--- src/rtl/mux8_word_serializer.sv ---
// Purpose : parallel-to-serial front end for an 8:1 selector; holds one word, steps sel per beat.
// Latency : word accepted at edge N -> first bit valid in the cycle after edge N; WIDTH beats/word.
// Backpr. : out_ready=0 freezes hold/sel/state; in_ready=1 only when IDLE or on a consumed last beat.
//
// Ports:
//   clk, rst_n           clock, asynchronous active-low reset
//   in_valid/in_ready    word handshake; in_data is the WIDTH-bit word
//   mux_d, mux_sel       held word and current bit index, registered (glitch-free selector inputs)
//   out_valid/out_ready  bit handshake; out_bit = mux_d[mux_sel], out_last on the final index
//   busy                 a word is being serialized
module mux8_word_serializer #(
    parameter int WIDTH     = 8,
    parameter int SEL_W     = $clog2(WIDTH),
    parameter bit MSB_FIRST = 1'b0
) (
    input  logic             clk,
    input  logic             rst_n,
    input  logic             in_valid,
    output logic             in_ready,
    input  logic [WIDTH-1:0] in_data,
    output logic [WIDTH-1:0] mux_d,
    output logic [SEL_W-1:0] mux_sel,
    output logic             out_valid,
    input  logic             out_ready,
    output logic             out_bit,
    output logic             out_last,
    output logic             busy
);

    typedef enum logic {
        IDLE  = 1'b0,
        SHIFT = 1'b1
    } state_t;

    localparam logic [SEL_W-1:0] SEL_FIRST = MSB_FIRST ? SEL_W'(WIDTH - 1) : '0;
    localparam logic [SEL_W-1:0] SEL_FINAL = MSB_FIRST ? '0 : SEL_W'(WIDTH - 1);

    state_t             state_q, state_d;
    logic [WIDTH-1:0]   hold_q,  hold_d;
    logic [SEL_W-1:0]   sel_q,   sel_d;
    logic               at_end;

    assign at_end = (sel_q == SEL_FINAL);

    // Ready depends only on state, sel and out_ready so there is no
    // combinational loop back through the upstream valid.
    assign in_ready = (state_q == IDLE) || (out_ready && at_end);

    always_comb begin
        state_d = state_q;
        hold_d  = hold_q;
        sel_d   = sel_q;
        case (state_q)
            IDLE: begin
                if (in_valid) begin
                    hold_d  = in_data;
                    sel_d   = SEL_FIRST;
                    state_d = SHIFT;
                end
            end
            SHIFT: begin
                if (out_ready) begin
                    if (!at_end) begin
                        sel_d = MSB_FIRST ? (sel_q - SEL_W'(1)) : (sel_q + SEL_W'(1));
                    end else if (in_valid) begin
                        // Back-to-back load: no bubble between words.
                        hold_d = in_data;
                        sel_d  = SEL_FIRST;
                    end else begin
                        // Word finished; hold is kept so mux_d stays put.
                        state_d = IDLE;
                        sel_d   = '0;
                    end
                end
            end
            default: begin
                state_d = IDLE;
                sel_d   = '0;
            end
        endcase
    end

    always_ff @(posedge clk or negedge rst_n) begin
        if (!rst_n) begin
            state_q <= IDLE;
            hold_q  <= '0;
            sel_q   <= '0;
        end else begin
            state_q <= state_d;
            hold_q  <= hold_d;
            sel_q   <= sel_d;
        end
    end

    // All outputs besides in_ready decode straight from the registers.
    assign busy      = (state_q == SHIFT);
    assign out_valid = busy;
    assign out_last  = busy && at_end;
    assign mux_d     = hold_q;
    assign mux_sel   = sel_q;
    assign out_bit   = hold_q[sel_q];

endmodule

--- config.mk ---
export PLATFORM = sky130hd
export DESIGN_NAME = mux8_word_serializer
export DESIGN_NICKNAME = d
export VERILOG_FILES = /design/src/rtl/mux8_word_serializer.sv
export SDC_FILE = /design/constraint.sdc
export NUM_CORES = 1
export LEC_CHECK = 0
export ABC_AREA = 1
export CORE_AREA = 5 5 49 51
export CTS_CLUSTER_SIZE = 16
export DETAILED_ROUTE_END_ITERATION = 12
export DIE_AREA = 0 0 54 56
export PLACE_DENSITY = 0.81
export SLEW_MARGIN = 20
export SYNTH_ARGS = -nofsm -noshare
export SYNTH_HDL_FRONTEND = slang
export SYNTH_SLANG_ARGS = --single-unit
--- constraint.sdc ---
create_clock -name clk -period 1.4 [get_ports clk]
set_input_delay 0.28 -clock clk [delete_from_list [all_inputs] [get_ports clk]]
set_output_delay 0.28 -clock clk [all_outputs]
set_load 0.1 [all_outputs]
Word-level counts from Yosys, hierarchy flattened
Index checks and enable logic that the tools add are counted.
Widths: inputs -> output; s select.
Operators by class
  add/subtract/negate cells: 1
  $mul: 0
  divide/modulo/power cells: 0
  magnitude comparators: 1
  eq/ne operators: 4
  shifts and indexed selects: 0
  muxes and demuxes: 14
  bitwise logic cells: 1
  reduce and logical (&&, ||, !) cells: 5
Operators by type and width (number)
  $mux 8: 3
  $pmux 8 s2: 1
  $mux 3: 3
  $pmux 3 s2: 1
  $lt 3x4->1 const B: 1
  $mux 1: 4
  $ne 2x2->1 const B: 2
  $reduce_and 2->1: 2
  $add 3x1->3 const B: 1
  $bmux 1 s3: 1
  $eq 3x3->1 const B: 1
  $logic_and 1x1->1: 2
  $ne 2x1->1 const B: 1
  $pmux 1 s2: 1
  $logic_or 1x1->1: 1
  $not 1->1: 1
Storage, ports and cells
  flip-flop bits (word level): 12
  latch bits: 0
  RAM bits: 0
  bits in read-only memories: 0
  bits of input ports: 12
  output and inout port bits: 16
  logic and storage cells: 29
  memories: 0

Depth between registers and ports, before layout
  depth after elaboration: 4
  mapped depth: 7
  gate-level depth less buffers: 6

Least setup slack after synthesis
Ideal clock, no wire load.
  kind: register to output
  from: register sel_q[0], in the netlist mux_sel[0]
  to: output out_bit
  data arrival time: 2.192 ns
  data required time: 1.120 ns
  slack: -1.072 ns
  stages on the path, launching flop included: 7
  buffers on the path: 0
  path through: dfrtp_1 > inv_1 > nand2_1 > nand3_1 > nand2_1 > nand2_1 > nand2_1
Between the ends
  longest elaborated chain between the ends: 2
Ends and longest elaborated chain
  from (decl): RTL line 40  | logic [SEL_W-1:0] sel_q, sel_d;
  from (signal assigned): RTL line 91  | sel_q <= sel_d;
  $bmux 1 s3: RTL line 101  | assign out_bit = hold_q[sel_q];
  $mux 1 (not written as such): RTL line 101
  to (decl): RTL line 25  | output logic out_bit,
No other way between the ends. The select of a mux whose other input is x is not followed.

Final worst setup path
  from: register sel_q[0], in the netlist mux_sel[0]
  to: output in_ready
Between the ends
  longest elaborated chain between the ends: 3
Ends and longest elaborated chain
  $eq 3x3->1: RTL line 43  | assign at_end = (sel_q == SEL_FINAL);
  $logic_and 1x1->1: RTL line 47  | assign in_ready = (state_q == IDLE) || (out_ready && at_end);
  $logic_or 1x1->1: RTL line 47
  to (decl): RTL line 19  | output logic in_ready,
No other way between the ends.

==> impl_metrics.yaml <==
grt:
  antenna_found_initial: 0
  gr-total-overflow: 0
  grt_pass1_vias: 723
  top_usage_layer: "met2"
  grtUsageMet2: 0.227
  track_usage: 0.148
  grt_util_met1: 0.192
  met3_usage: 0.0349
  grt_max_degree: 13
  grt_pass1_wl_um: 3350
die:
  core_mm2: 0.00190
  die_height_um: 56
  rows: 16
  start_util: 0.349
  chipWidth_um: 54
  die-area_mm2: 0.00302
  pin_count: 28
yosys:
  ys_types: 15
  synthXorXnorAreaFrac: 0
  synthSimpleGateAreaFrac: 0.230
  avgSynthCellArea_um2: 8.50
  synth_cells: 78
  synthMuxAreaShare: 0
  synth_area_um2: 663
  ys_ff_latch: 12
  yosysSeqAreaShare: 0.453
  syn-num-nets: 93
  ys_warn_count: 0
  synthAdderAreaFrac: 0.0566
  synth_top_family_by_area: "simple AND/OR/NAND/NOR gates"
  synth_compound_area_frac: 0.153
clocking:
  clockBufferDepth: 2
  clock-root-buffer: "clkbuf_4"
  cts-htree-levels: 1
  cts_buffers: 3
  tritoncts: "yes"
  ctsHoldBuffers: 0
  worstSkewPairLatency_ps: 260
  path_clk_slew_ps: 70
  clkSinkCount: 12
sta:
  finalMaxSlewViolations: 0
  post-route-period-util: 1.26
  hold_viol: 0
  finalSetupViolations: 14
  min_period_ps: 1760
  rsz0062_at_grt: "true"
  worst_slack_ps: -364
  finalClockSkew_ps: 2.77
  worstMarginPinSlew_ps: 460
  slew_headroom: 0.690
  tns_ps: -2210
  fmax_mhz: 567
placed_design:
  routabilityCongestion: 0.778
  dpl.cell_count: 137
  place_worst_setup_slack_ps: -167
  port_buffers: 27
  hpwl_um: 1340
critical_path:
  path_class: "register to output pin"
  critPathArrivalTime_ps: 1480
  start_kind: "register"
  crit_path_start: "mux_sel[0]"
  required_ps: 1120
  critPathMaxFanout: 6
  crit_path_end_kind: "output pin"
  r2r-start: "mux_sel[0]"
cells_and_area:
  diodes: 0
  multi_input_area_um2: 380
  fillers: 129
  regArea_um2: 323
  drive_gt1_frac: 0.583
  nets: 132
  areaGrowthSynthToFinish_pct: 98.1
  layout_common_cells: "nand2_1, buf_12, inv_1, clkdlybuf4s50_1, dfrtp_2"
  instances_no_fill: 142
  final_common_cell: "nand2_1"
status:
  status: "complete, but fails checks"
  violations: "negative setup slack"
detailed_routing:
  routed_wl_um: 1910
  dr.pass1.iters: 4
  drtIter0Drc: 14
  via_per_inst: 4.61
  vias: 655
  wl_per_cell_um: 13.4
  drc: 0
  ant_nets: 0
hold_path:
  worstHoldPathType: "input port to asynchronous set/reset pin"
job:
  drv_cap: 0
==> critical path: stages (launching register included) <==
cell     delay (ps)
dfrtp_4         530
ha_4            190
ha_4            170
nand2_2          90
nand2_4          70
buf_12          170
==> cells by family (layout without fill, tap and decap cells) <==
kind of cell,after synthesis,count (layout)
AND/OR/NAND/NOR,34,35
buffers and inverters,16,52
AO/OA/AOI/OAI,13,13
flip-flops,12,12
adder cells (fa/ha/maj),3,3
==> final cells by class <==
class                      count  share of cell area
timing repair buffer          35               0.379
inverter                      14              0.0429
clock buffer                   3              0.0171
multi-input combinational     51               0.290
sequential                    12               0.246
tap                           27              0.0257
==> per-layer routing <==
layer / wire length [µm] / share of wire
met5: 0 / 0
met4: 34 / 0.018
met3: 93 / 0.049
met2: 983 / 0.52
met1: 797 / 0.42
==> registers in the layout (all words and copies together), names as in the netlist <==
| register | count |
|---|---|
| mux_d | 8 |
| mux_sel | 3 |
| busy | 1 |
==> through the flow <==
step / cell area [µm²] / hold slack (ps) / utilization
after floorplan: 722 / -15.6 / -
after global placement: 1220 / 581 / 0.641
after detailed placement: 1220 / 587 / 0.641
after CTS: 1290 / 314 / 0.678
after global routing: 1310 / 322 / 0.691
final: 1310 / 319 / 0.691
==> worst paths after layout <==
kind | endpoint | slack [ps] | cells past startpoint
max in group asynchronous | mux_sel[1] | 910 | 2
worst max-delay path | in_ready | -360 | 5
min in group clk | mux_d[2] | 570 | 3
worst max register to register | mux_d[6] | -150 | 7
worst min register to register | mux_d[3] | 600 | 2
worst min-delay path | mux_sel[0] | 320 | 2
==> repair_timing <==
action,in CTS,in global routing
gates cloned,1,0
endpoints found under the setup margin,12,14
setup buffers,1,0
resized for setup,6,8
pin swaps,4,9
==> Yosys cell counts <==
cell type,number,area [µm²]
nand2_1,23,86.3
inv_1,13,48.8
dfrtp_1,12,300
o21ai_2,8,70.1
nand3_1,6,30.0
ha_1,3,37.5
o21ai_0,3,15.0
nand2_2,2,12.5
or2_2,2,12.5
a21oi_2,1,8.76
a22oi_1,1,7.51
buf_4,1,7.51
buf_6,1,11.3
inv_2,1,3.75
nor2_4,1,11.3
Power is not shown: default switching activity piles up to over one toggle a cycle in this logic, so the estimate is an artifact.
